## src/rtl/shru_restore_unit_pkg.sv

```systemverilog
// Shared frame-layout definitions for the shadow-register save and restore paths.
// Both paths import this package so they agree on slot order and the GPR set.
package shru_restore_unit_pkg;

    localparam int unsigned XLEN        = 64;
    localparam int unsigned VLEN        = 64;
    localparam int unsigned NrFrameRegs = 16;
    localparam int unsigned NrSlots     = NrFrameRegs + 2;
    localparam int unsigned FrameBytes  = NrSlots * XLEN / 8;
    localparam int unsigned SlotShift   = $clog2(XLEN / 8);

    // x1, x5-x7, x10-x17, x28-x31
    localparam logic [31:0] SHRU_FRAME_GPR_MASK = 32'hF003_FCE2;

    typedef enum logic [4:0] {
        SLOT_MEPC     = 5'd0,
        SLOT_MCAUSE   = 5'd1,
        SLOT_GPR_BASE = 5'd2
    } shru_frame_slot_e;

    typedef enum logic [1:0] {
        ST_IDLE  = 2'd0,
        ST_REQ   = 2'd1,
        ST_WAIT  = 2'd2,
        ST_DRAIN = 2'd3
    } shru_state_e;

    // Frame slot to GPR index; GPR slots hold the frame registers in ascending order.
    // Out-of-range slots map to x1 so the result is never x0.
    function automatic logic [4:0] shru_slot2gpr(input logic [4:0] slot);
        logic [4:0] g;
        g = slot - 5'(SLOT_GPR_BASE);
        if (g == 5'd0) begin
            return 5'd1;
        end else if (g <= 5'd3) begin
            return g + 5'd4;
        end else if (g <= 5'd11) begin
            return g + 5'd6;
        end else if (g <= 5'd15) begin
            return g + 5'd16;
        end else begin
            return 5'd1;
        end
    endfunction

endpackage

```

## src/rtl/shru_restore_unit.sv

```systemverilog
// Restores an mret interrupt frame (mepc, mcause, caller-saved GPRs) from the dcache
// into the CSR shadow registers and the GPR file, one load outstanding at a time.
module shru_restore_unit
    import shru_restore_unit_pkg::*;
(
    input  logic            clk_i,
    input  logic            rst_ni,
    input  logic            flush_i,
    input  logic            mret_valid_i,
    output logic            mret_ready_o,
    input  logic [VLEN-1:0] frame_sp_i,
    output logic            mem_req_o,
    output logic [VLEN-1:0] mem_addr_o,
    input  logic            mem_gnt_i,
    input  logic            mem_rvalid_i,
    input  logic [XLEN-1:0] mem_rdata_i,
    output logic            gpr_we_o,
    output logic [4:0]      gpr_waddr_o,
    output logic [XLEN-1:0] gpr_wdata_o,
    output logic            csr_we_o,
    output logic            csr_sel_o,
    output logic [XLEN-1:0] csr_wdata_o,
    output logic [31:0]     pending_o,
    output logic [4:0]      load_level_o,
    output logic            busy_o,
    output logic            done_o,
    output logic [1:0]      dbg_state_o
);

    // Handshakes: a transfer happens in a cycle where valid and ready are both high.
    // mret_valid_i/mret_ready_o and mem_req_o/mem_gnt_i follow this; mem_req_o and
    // mem_addr_o hold steady until granted, and mem_rvalid_i needs no ready.

    shru_state_e     state_q, state_d;
    logic [4:0]      slot_q, slot_d;
    logic [VLEN-1:0] base_q, base_d;
    logic [31:0]     pending_q, pending_d;
    logic [4:0]      level_q, level_d;

    logic [4:0]      gpr_idx;
    logic [31:0]     clr_mask;
    logic [VLEN-1:0] slot_off;
    logic            last_slot;

    assign gpr_idx   = shru_slot2gpr(slot_q);
    assign slot_off  = VLEN'(slot_q) << SlotShift;
    assign last_slot = (slot_q == 5'(NrSlots - 1));

    always_comb begin
        state_d      = state_q;
        slot_d       = slot_q;
        base_d       = base_q;
        pending_d    = pending_q;
        level_d      = level_q;
        mret_ready_o = 1'b0;
        mem_req_o    = 1'b0;
        mem_addr_o   = '0;
        gpr_we_o     = 1'b0;
        gpr_waddr_o  = '0;
        gpr_wdata_o  = '0;
        csr_we_o     = 1'b0;
        csr_sel_o    = 1'b0;
        csr_wdata_o  = '0;
        done_o       = 1'b0;
        clr_mask     = '0;

        unique case (state_q)
            ST_IDLE: begin
                // rst_ni keeps ready low while reset is asserted
                mret_ready_o = ~flush_i & rst_ni;
                if (mret_valid_i && mret_ready_o) begin
                    base_d    = frame_sp_i;
                    slot_d    = '0;
                    pending_d = SHRU_FRAME_GPR_MASK;
                    level_d   = 5'(NrSlots);
                    state_d   = ST_REQ;
                end
            end
            ST_REQ: begin
                if (flush_i) begin
                    pending_d = '0;
                    level_d   = '0;
                    state_d   = ST_IDLE;
                end else begin
                    mem_req_o  = 1'b1;
                    mem_addr_o = base_q + slot_off;
                    if (mem_gnt_i) begin
                        state_d = ST_WAIT;
                    end
                end
            end
            ST_WAIT: begin
                if (flush_i) begin
                    pending_d = '0;
                    level_d   = '0;
                    state_d   = mem_rvalid_i ? ST_IDLE : ST_DRAIN;
                end else if (mem_rvalid_i) begin
                    if (slot_q < 5'(SLOT_GPR_BASE)) begin
                        csr_we_o    = 1'b1;
                        csr_sel_o   = slot_q[0];
                        csr_wdata_o = mem_rdata_i;
                    end else begin
                        gpr_we_o    = 1'b1;
                        gpr_waddr_o = gpr_idx;
                        gpr_wdata_o = mem_rdata_i;
                        clr_mask    = 32'd1 << gpr_idx;
                        pending_d   = pending_q & ~clr_mask;
                    end
                    level_d = level_q - 5'd1;
                    if (last_slot) begin
                        done_o  = 1'b1;
                        slot_d  = '0;
                        state_d = ST_IDLE;
                    end else begin
                        slot_d  = slot_q + 5'd1;
                        state_d = ST_REQ;
                    end
                end
            end
            ST_DRAIN: begin
                if (mem_rvalid_i) begin
                    state_d = ST_IDLE;
                end
            end
            default: state_d = ST_IDLE;
        endcase
    end

    always_ff @(posedge clk_i or negedge rst_ni) begin
        if (!rst_ni) begin
            state_q   <= ST_IDLE;
            slot_q    <= '0;
            base_q    <= '0;
            pending_q <= '0;
            level_q   <= '0;
        end else begin
            state_q   <= state_d;
            slot_q    <= slot_d;
            base_q    <= base_d;
            pending_q <= pending_d;
            level_q   <= level_d;
        end
    end

    // A register being written this cycle is already visible as restored to issue.
    assign pending_o    = pending_q & ~clr_mask;
    assign load_level_o = level_q;
    assign busy_o       = (state_q != ST_IDLE);
    assign dbg_state_o  = state_q;

endmodule

```

## config.mk

```make
export PLATFORM = sky130hd
export DESIGN_NAME = shru_restore_unit
export DESIGN_NICKNAME = d
export VERILOG_FILES = /design/src/rtl/shru_restore_unit_pkg.sv /design/src/rtl/shru_restore_unit.sv
export SDC_FILE = /design/constraint.sdc
export NUM_CORES = 1
export LEC_CHECK = 0
export ABC_AREA = 1
export CELL_PAD_IN_SITES_DETAIL_PLACEMENT = 1
export CELL_PAD_IN_SITES_GLOBAL_PLACEMENT = 1
export CORE_ASPECT_RATIO = 0.8
export CORE_MARGIN = 1.5
export CORE_UTILIZATION = 31
export CTS_CLUSTER_SIZE = 10
export DETAILED_ROUTE_END_ITERATION = 10
export PLACE_DENSITY_LB_ADDON = 0.25
export SLEW_MARGIN = 15
export SYNTH_ARGS = -nofsm -noshare
export SYNTH_HDL_FRONTEND = slang
export SYNTH_SLANG_ARGS = --single-unit
```

## constraint.sdc

```tcl
create_clock -name clk_i -period 4.97 [get_ports clk_i]
set_input_delay 0.497 -clock clk_i [delete_from_list [all_inputs] [get_ports clk_i]]
set_output_delay 0.497 -clock clk_i [all_outputs]
set_load 0.02 [all_outputs]
```

==> run summary, run 1 <==
Clock tree sinks = 108
Most used flip-flop cell after synthesis = dfrtp_1
DR iter-0 viols = 727
Internal = 2.83 mW
Port bufs = 376
Worst skew pair latency = 0.37 ns
Post-DRT Antenna Nets = 0
Filler cells = 3,535
Post-Place Cell Area = 12,800 um2
Cell Pwr Density = 433 nW/um2
Pre-antenna DRT Iters = 4
Fin Setup TNS = 0 ns
Post-synthesis net count = 1,494
Routed WL = 40.0 mm
Ys async rst share = 1.00
Post-synth top cells = nor2_1 (304), inv_1 (228), nand2_1 (166), dfrtp_1 (108), a21oi_1 (99)
WP data arrival = 4.12 ns
Reg power frac = 0.297
Clock share of power = 0.132
Gate power share = 0.572
Clk root buf = clkbuf_16
Maximum fanout along the worst path = 20
Endpoints failing hold = 0
Main area contributors after synthesis = dfrtp_1 (31%), nor2_1 (13%), inv_1 (9.8%)
Largest net degree at the start of global routing = 79
P&R area growth vs syn = 50.3%
Slew @ Worst Pin = 1.03 ns
Core area = 27,500 um2
Avg WL per Cell = 19.4 um
Die Wd = 191 um
Post-synthesis sequential area ratio = 0.309
TritonCTS clock tree = yes
Ports = 377
Mapped Avg Cell Area = 6.55 um2
Final min period = 4.61 ns
Chip Height = 153 um
FF+latch count, synth = 108
Clk buf depth = 2
Fin Hold WS = 0.513 ns
Hold WC Path Type = in -> async
# DRC = 0
Warnings from Yosys = 0
Worst rel slew slack = 0.313
Yosys top cell area share = 0.309
Critical path class = reg -> out
Cell row count = 54
Outcome = complete, no violations
Final worst path period share = 0.928
Unrepaired setup endpoints after global routing = no
First-pass GRT wire length = 61.7 mm
Clk_skew = 0.0177 ns
Top-count cell post-synth = nor2_1
Via density = 5.09
Via count = 10,500
Crit end category = primary output
Starting Density = 0.319
Achievable Freq = 0.217 GHz
Layout cell share with drive strength beyond 1 = 0.0751
Sw Ratio = 0.503
Synth Instances = 1,337
TritonCTS Buffers = 9
Pins Over Slew Limit = 0
Final Cell Area = 13,200 um2
CP startpoint kind = flip-flop
Post-CTS Setup Inserts = 0
Gr usage total = 0.271
Final nets = 1,844
Global route overflow = 0
Final setup fails = 0
Lkg Pwr = 5.87 nW
Final cell count without fillers = 2,060
Placer Congestion = 0.927
Initial antenna violation count = 4
Area of the die = 29,300 um2
Post-Syn Area = 8760 um2
DP HPWL = 32.0 mm
Vias in the first global route = 10,900
Reported net switching power = 2.86 mW
Total power = 5.69 mW
Peak supply drop = 0.205 mV
H-tree depth = 3
Clk slew on worst S/H paths = 0.07 ns
Worst path required time = 4.47 ns
Maxcap violations = 0
Post-synth EDFFs = 0
Dpl cells = 2,039
Unique masters post-synth = 49
Synth area leader = dfrtp_1
-- layout by cell type, fill, tap and decap left out, drive strengths merged --
cell           synthesis  layout
a211oi                 5       5
a21boi                 7       7
a21o                   1       1
a21oi                102     102
a22oi                  1       1
a31o                   2       2
a31oi                 10      10
a41oi                  4       4
and3                   1       1
buf                   20      12
clkbuf                29       9
clkdlybuf4s50          0     375
clkinv                 0       4
dfrtp                108     108
diode                  0       4
dlygate4sd3            0       1
fa                     1       1
ha                    22      22
inv                  238     241
mux2                  32      32
nand2                183     183
nand3                 58      58
nand3b                 3       3
nand4                 38      38
nor2                 323     323
nor3                  64      64
nor3b                  2       2
nor4                  13      13
o211ai                 2       2
o21a                   6       6
o21ai                 47      47
o21bai                 1       1
o22ai                  1       1
or2                    1       1
xnor2                  2       2
xor2                  10      10
-- sequential cells by signal (all words and copies together), names as in the netlist --
register / flops
base_q: 64
dbg_state_o: 2
load_level_o: 5
pending_q: 32
slot_q: 5
-- power by group through the flow --
| stage | clock [mW] | sequential [mW] | combinational, mW |
|---|---|---|---|
| floorplan | 0 | 1.55 | 1.97 |
| global placement | 0 | 1.67 | 3.17 |
| detailed placement | 0 | 1.69 | 3.24 |
| CTS | 0.773 | 1.68 | 3.26 |
| global route | 0.796 | 1.74 | 3.55 |
| finish | 0.751 | 1.69 | 3.25 |
-- critical path, cell delays in order (launching register included) --
cell,delay (ns)
dfrtp_1,0.55
inv_1,0.23
ha_1,0.31
inv_1,0.09
nand2_1,0.09
nand2_4,0.12
ha_1,0.18
nand2_1,0.06
nand2_1,0.08
nor2_2,0.05
inv_1,0.06
nand2_2,0.07
nand2_1,0.09
nand2_1,0.06
nand2_1,0.07
nand3_2,0.29
inv_4,0.34
nand4_1,0.22
o21ai_1,0.20
inv_1,0.05
clkdlybuf4s50_1,0.53
-- layer usage --
| layer | up-vias | part of all wire | GRT usage |
|---|---|---|---|
| met2 | 382 | 0.47 | 0.446 |
| met3 | 44 | 0.079 | 0.0668 |
| met5 | - | 0 | 0 |
| li1 | 4969 | - | - |
| met4 | 0 | 0.020 | 0.0727 |
| met1 | 5082 | 0.43 | 0.351 |
-- layout make-up --
cell class	instances	area, um2	area share
antenna	4	10.0	0.000760
clock buffer	9	225	0.0171
clock inverter	7	76.3	0.00580
inverter	238	896	0.0681
multi-input combinational	942	4940	0.376
sequential	108	2700	0.205
tap	364	455	0.0346
timing repair buffer	388	3850	0.293
-- logic make-up (layout without fill, tap and decap cells) --
family | count (synthesis) | after routing | synth area share
AND/OR/NAND/NOR | 686 | 686 | 0.354
buffers and inverters | 287 | 642 | 0.128
AO/OA/AOI/OAI | 189 | 189 | 0.123
flip-flops | 108 | 108 | 0.309
multiplexers | 32 | 32 | 0.0411
adder cells (fa/ha/maj) | 23 | 23 | 0.0337
XOR/XNOR | 12 | 12 | 0.0120
other | 0 | 4 | 0
-- through the flow --
| step | util | setup slack, ns |
|---|---|---|
| 6_report | 0.479 | 0.356 |
| 5_1_grt | 0.479 | 0.0437 |
| 3_5_place_dp | 0.467 | 0.622 |
| 2_1_floorplan | - | 1.84 |
| 4_1_cts | 0.478 | 0.231 |
| 3_3_place_gp | 0.467 | 0.733 |
-- timing repair --
action                                  in CTS  in global routing
hold buffers                                 1                  0
gates resized for setup                      0                  2
endpoints found under the setup margin       0                  2
endpoints found under the hold margin        1                  0
-- worst paths after layout --
path	from	endpoint	slack (ns)	cells past startpoint
min in group clk_i	base_q[1]$_DFFE_PN0P_	base_q[1]$_DFFE_PN0P_	0.51	1
min reg2reg	base_q[1]$_DFFE_PN0P_	base_q[1]$_DFFE_PN0P_	0.51	1
min	rst_ni	base_q[1]$_DFFE_PN0P_	0.51	2
max reg2reg	dbg_state_o[1]$_DFFE_PN0P_	pending_q[6]$_DFFE_PN0P_	1.44	12
max	slot_q[1]$_DFFE_PN0P_	pending_o[13]	0.36	20
max in group asynchronous	rst_ni	pending_q[16]$_DFFE_PN0P_	2.78	4
No activity file was read; power rests on OpenSTA's default activity.
==> run 2, diff against run 1 <==
SETUP_SLACK_MARGIN = 0.1   (was unset)
==> run 2 against run 1 <==
Core utilization hardly changed. Fmax rose by 2.2%. Global-route usage is the same. Critical path depth down 1. Sequential share of layout area is essentially flat. Via count barely moved. Sequential power is essentially flat.
==> run summary, run 2 (synthesis gave the netlist of run 1 again) <==
Outcome = complete, no violations
Final worst path period share = 0.908 (-0.0202)
Ports = 377 (unchanged)
Peak supply drop = 0.205 mV (about the same)
Initial antenna violation count = 4 (unchanged)
Avg WL per Cell = 19.4 um (about the same)
Cell Pwr Density = 433 nW/um2 (about the same)
Worst r2r path cells = 12 (unchanged)
Multi-input combinational cell area = 4940 um2 (unchanged)
Reg power frac = 0.297 (about the same)
Commonest cells after routing, fill and taps aside = clkdlybuf4s50_1 (375), nor2_1 (303), inv_1 (227), nand2_1 (164), dfrtp_1 (107)
Clock share of power = 0.132 (about the same)
WP data arrival = 4.02 ns (-0.10 ns)
Hold WC Path Type = in -> async
Clk slew on worst S/H paths = 0.07 ns (about the same)
Final nets = 1,844 (unchanged)
Cell row count = 54 (unchanged)
Layout cell share with drive strength beyond 1 = 0.0757 (+0.000591)
Via density = 5.09 (about the same)
Achievable Freq = 0.222 GHz (+2.2%)
Total power = 5.70 mW (about the same)
Crit end category = primary output
Final setup fails = 0 (unchanged)
Final cell count without fillers = 2,060 (unchanged)
Maxcap violations = 0 (unchanged)
Placer Congestion = 0.927 (unchanged)
Filler cells = 3,534 (-0.028%)
Final min period = 4.51 ns (-0.100 ns)
Worst rel slew slack = 0.313 (unchanged)
Largest registers = base_q x64, pending_q x32
Biggest register = base_q
Gr usage total = 0.271 (unchanged)
Endpoints failing hold = 0 (unchanged)
Routed WL = 40.0 mm (about the same)
TritonCTS clock tree = yes
Clk buf depth = 2 (unchanged)
CP startpoint kind = flip-flop
Sw Ratio = 0.503 (about the same)
Unrepaired setup endpoints after global routing = no
FF+latch area = 2700 um2 (about the same)
Clock tree sinks = 108 (unchanged)
Post-DRT Antenna Nets = 0 (unchanged)
Starting Density = 0.319 (unchanged)
Pre-antenna DRT Iters = 5 (+1)
Die Wd = 191 um (unchanged)
Critical path class = reg -> out
TritonCTS Buffers = 9 (unchanged)
Lkg Pwr = 5.86 nW (about the same)
Vias in the first global route = 10,900 (unchanged)
Largest net degree at the start of global routing = 79 (unchanged)
Fin Hold WS = 0.513 ns (unchanged)
H-tree depth = 3 (unchanged)
Clk root buf = clkbuf_16
Most common cell after layout, fill and taps aside = clkdlybuf4s50_1
Reported net switching power = 2.87 mW (about the same)
Max reg flops = 64 (unchanged)
Dpl cells = 2,039 (unchanged)
Port bufs = 376 (unchanged)
DP HPWL = 32.0 mm (unchanged)
Clk_skew = 0.0176 ns (-0.0000979 ns)
Slew @ Worst Pin = 1.03 ns (unchanged)
# DRC = 0 (unchanged)
Via count = 10,500 (+0.038%)
Fin Setup TNS = 0 ns (unchanged)
DR iter-0 viols = 727 (unchanged)
Gate power share = 0.572 (about the same)
Chip Height = 153 um (unchanged)
First-pass GRT wire length = 61.7 mm (unchanged)
Maximum fanout along the worst path = 20 (unchanged)
Worst skew pair latency = 0.37 ns (about the same)
Area of the die = 29,300 um2 (unchanged)
Post-CTS Setup Inserts = 0 (unchanged)
Internal = 2.83 mW (about the same)
P&R area growth vs syn = 50.3% (about the same)
Worst path required time = 4.47 ns (about the same)
Pins Over Slew Limit = 0 (unchanged)
Global route overflow = 0 (unchanged)
Core area = 27,500 um2 (unchanged)
[run 2: cell counts in the layout (fill, tap and decap cells not counted)]
No cell type changed its count.
[run 2: path summary, 6_finish.rpt]
path	startpoint	end	slack, ns
worst max-delay path	slot_q[1]$_DFFE_PN0P_	pending_o[13]	0.46
worst min-delay path	rst_ni	base_q[1]$_DFFE_PN0P_	0.51
worst max register to register	dbg_state_o[1]$_DFFE_PN0P_	pending_q[6]$_DFFE_PN0P_	1.44
worst min register to register	base_q[1]$_DFFE_PN0P_	base_q[1]$_DFFE_PN0P_	0.51
max in group asynchronous	rst_ni	slot_q[1]$_DFFE_PN0P_	2.74
min in group clk_i	base_q[1]$_DFFE_PN0P_	base_q[1]$_DFFE_PN0P_	0.51
[run 2: power groups by stage]
stage	clock [mW]	combinational (mW)	sequential, mW
2_1_floorplan	0	1.97	1.55
4_1_cts	0.773	3.26	1.68
6_report	0.751	3.26	1.69
5_1_grt	0.796	3.55	1.74
3_3_place_gp	0	3.17	1.67
3_5_place_dp	0	3.24	1.69
[run 2: per-layer routing]
| layer | wire, um | part of all wire | global-route usage | vias to the layer above |
|---|---|---|---|---|
| met2 | 18800 | 0.47 | 0.446 | 387 |
| li1 | - | - | - | 4970 |
| met4 | 786 | 0.020 | 0.0727 | 0 |
| met5 | 0 | 0 | 0 | - |
| met3 | 3190 | 0.080 | 0.0668 | 44 |
| met1 | 17200 | 0.43 | 0.351 | 5080 |
[run 2: through the flow]
stage	area (um2)	utilization	worst slack, ns
2_1_floorplan	8760	-	1.84
3_3_place_gp	12800	0.467	0.733
3_5_place_dp	12800	0.467	0.622
4_1_cts	13200	0.478	0.231
5_1_grt	13200	0.479	0.215
6_report	13200	0.479	0.456
[run 2: final cells by class]
type	instances	share of cell area
clock inverter	7	0.00580
inverter	238	0.0682
tap	364	0.0346
antenna	4	0.000760
clock buffer	9	0.0171
sequential	108	0.205
timing repair buffer	388	0.293
multi-input combinational	942	0.375
[run 2: worst max-delay path, cell delays in order (launching register included)]
cell,delay [ns]
dfrtp_2,0.49
inv_1,0.24
ha_1,0.29
inv_1,0.08
nand2_1,0.11
nand2_4,0.09
ha_1,0.21
nand2_1,0.08
nand3_2,0.11
inv_1,0.10
nor2_1,0.06
nand2_1,0.06
nand2_1,0.05
nand2_1,0.07
nand3_2,0.31
inv_6,0.30
nand4_1,0.21
o21ai_1,0.20
inv_1,0.05
clkdlybuf4s50_1,0.53
[run 2: timing repair]
action | CTS | global route
hold buffers | 1 | 0
setup endpoints to repair | 0 | 9
endpoints found under the hold margin | 1 | 0
gates resized for setup | 0 | 4
==> run 3, diff against run 2 <==
GPL_TIMING_DRIVEN = 0   (was unset)
==> run 3 against run 2 <==
Clock power up 2%. Fmax up 0.85%. Clock-buffer cell count unchanged. Flip-flop and latch count unchanged. Global-route usage up 1.1 points. Core utilization up 0.56 points. Critical endpoint unchanged.
==> run summary, run 3 (synthesis gave the netlist of run 1 again) <==
Commonest cells after routing, fill and taps aside = clkdlybuf4s50_1 (375), nor2_1 (304), inv_1 (228), nand2_1 (166), dfrtp_1 (107)
Final Cell Area = 13,300 um2 (+1.2%)
Clk buf depth = 2 (unchanged)
WP data arrival = 3.98 ns (-0.04 ns)
Final cell count without fillers = 2,098 (+1.8%)
Pins Over Slew Limit = 0 (unchanged)
Area of the die = 29,300 um2 (unchanged)
Worst path required time = 4.47 ns (about the same)
Final worst setup slack = 0.494 ns (+0.0380 ns)
Endpoints failing hold = 0 (unchanged)
Largest stage delay, worst path = 0.55 ns (+0.02 ns)
CTS resizes = 0 (unchanged)
Max Used Layer = met4
Unrepaired setup endpoints after global routing = no
Final min period = 4.48 ns (-0.0380 ns)
DP HPWL = 34.0 mm (+6.1%)
Met2 Wirelength = 19.6 mm (+4.3%)
DR iter-0 viols = 686 (-5.6%)
P&R area growth vs syn = 52.1%
Layout cell share with drive strength beyond 1 = 0.0746 (-0.00108)
Clock tree sinks = 108 (unchanged)
Starting Density = 0.319 (unchanged)
Final nets = 1,882 (+2.1%)
Via density = 5.15 (+1.3%)
# DRC = 0 (unchanged)
Multi-input combinational cell area = 4930 um2 (-0.25%)
Crit Reg-Reg Startpoint = slot_q[1]$_DFFE_PN0P_
Worst Path Buf+Inv = 5 (-1)
Slowest cell on crit path = clkdlybuf4s50_1
Vias in the first global route = 11,200 (+2.4%)
Slew @ Worst Pin = 1.01 ns (-0.0204 ns)
CP startpoint = slot_q[1]$_DFFE_PN0P_
Fin Hold WS = 0.0268 ns (-0.487 ns)
Initial antenna violation count = 5 (+1)
First-pass GRT wire length = 63.3 mm (+2.6%)
Post-Place Cell Area = 13,000 um2 (+1.3%)
Gate power share = 0.576 (+0.004)
CP delay by family, top = buffers and inverters
Clk root buf = clkbuf_16
Global route overflow = 0 (unchanged)
Worst skew pair latency = 0.38 ns (about the same)
Cell row count = 54 (unchanged)
Biggest register = base_q
Maxcap violations = 0 (unchanged)
Filler cells = 3,534 (unchanged)
Chip Height = 153 um (unchanged)
Final setup fails = 0 (unchanged)
H-tree depth = 3 (unchanged)
Pre-antenna DRT Iters = 5 (unchanged)
FF+latch area = 2700 um2 (unchanged)
Crit end category = primary output
Reported net switching power = 2.93 mW (+2.1%)
Maximum fanout along the worst path = 10 (-50%)
Routed WL = 41.5 mm (+3.8%)
Core area = 27,500 um2 (unchanged)
Post-CTS Setup Inserts = 0 (unchanged)
CP startpoint kind = flip-flop
Port bufs = 376 (unchanged)
Via count = 10,800 (+3.1%)
Dpl cells = 2,078 (+1.9%)
Total power = 5.79 mW (+1.6%)
Clk_skew = 0.0116 ns (-0.00593 ns)
Largest registers = base_q x64, pending_q x32
Met1 WL = 18.0 mm (+4.4%)
Crit path top cell by count = nand2_1
Avg WL per Cell = 19.8 um (+1.9%)
Worst rel slew slack = 0.322 (+0.00918)
Achievable Freq = 0.223 GHz (+0.85%)
Crit path cell chain = inv_1 -> ha_1 -> inv_1 -> nand2_1 -> nand2_4 -> ha_1 -> nand2_1 -> nand2_1 -> nor2_2 -> nor2_1 -> nand2_1 -> nand2_1 -> nand2_1 -> nand2_2 -> o21bai_2 -> buf_4 -> nand4_1 -> o21ai_1 -> inv_1 -> clkdlybuf4s50_1
Worst slack at placement = 0.793 ns (+0.171 ns)
TritonCTS Buffers = 9 (unchanged)
Outcome = complete, no violations
Cell Pwr Density = 434 nW/um2 (+0.40%)
Internal = 2.86 mW (+1.1%)
Hold WC Path Type = in -> async
Ports = 377 (unchanged)
Clk slew on worst S/H paths = 0.08 ns (about the same)
Placer Congestion = 0.969 (+4.5%)
DR WL met3 = 3.29 mm (+3.1%)
Critical path class = reg -> out
TritonCTS clock tree = yes
Post-DRT Antenna Nets = 0 (unchanged)
Largest net degree at the start of global routing = 71 (-10%)
Hold Buf Count CTS = 0 (-1)
Most common cell after layout, fill and taps aside = clkdlybuf4s50_1
Sw Ratio = 0.506 (+0.00262)
Gr usage total = 0.282 (+0.0106)
Final worst path period share = 0.901 (-0.00765)
Die Wd = 191 um (unchanged)
Peak supply drop = 0.233 mV (+14%)
Clock share of power = 0.133 (about the same)
Max reg flops = 64 (unchanged)
Reg power frac = 0.291 (-0.006)
Lkg Pwr = 5.92 nW (+1.0%)
-- run 3: changes by cell type in the layout (fill, tap and decap cells not counted), sizes merged --
cell / delta
buf: +10
clkbuf: +29
dlygate4sd3: -1
-- run 3: power by group through the flow --
stage          combinational (mW)  clock (mW)  sequential, mW
2_1_floorplan                1.97           0            1.55
3_3_place_gp                 3.22           0            1.66
3_5_place_dp                 3.30           0            1.68
4_1_cts                      3.32       0.787            1.67
5_1_grt                      3.61       0.817            1.74
6_report                     3.33       0.767            1.69
-- run 3: final timing paths --
kind | endpoint | slack, ns | depth (start not counted)
max | pending_o[13] | 0.49 | 20
min | base_q[53]$_DFFE_PN0P_ | 0.03 | 1
max reg2reg | pending_q[13]$_DFFE_PN0P_ | 1.85 | 19
min reg2reg | pending_q[9]$_DFFE_PN0P_ | 0.50 | 2
max in group asynchronous | slot_q[1]$_DFFE_PN0P_ | 4.18 | 2
min in group clk_i | pending_q[9]$_DFFE_PN0P_ | 0.50 | 2
-- run 3: metrics by stage --
step	setup TNS (ns)	util
floorplan	0	-
global placement	-310.79	0.472
detailed placement	0	0.473
CTS	0	0.484
global route	0	0.484
finish	0	0.484
-- run 3: cell type report --
type / instances / share of cell area
well taps: 364 / 0.0342
flip-flops and latches: 108 / 0.203
plain buffers: 49 / 0.0174
multi-input cells: 942 / 0.370
inverters: 238 / 0.0671
clock inverters: 7 / 0.00592
diodes: 4 / 0.000751
repair buffers: 377 / 0.285
clock buffers: 9 / 0.0169
-- run 3: per-layer routing --
| layer | vias up | GRT usage |
|---|---|---|
| li1 | 5045 | - |
| met1 | 5320 | 0.373 |
| met2 | 399 | 0.457 |
| met3 | 45 | 0.0659 |
| met4 | 0 | 0.0765 |
| met5 | - | 0 |
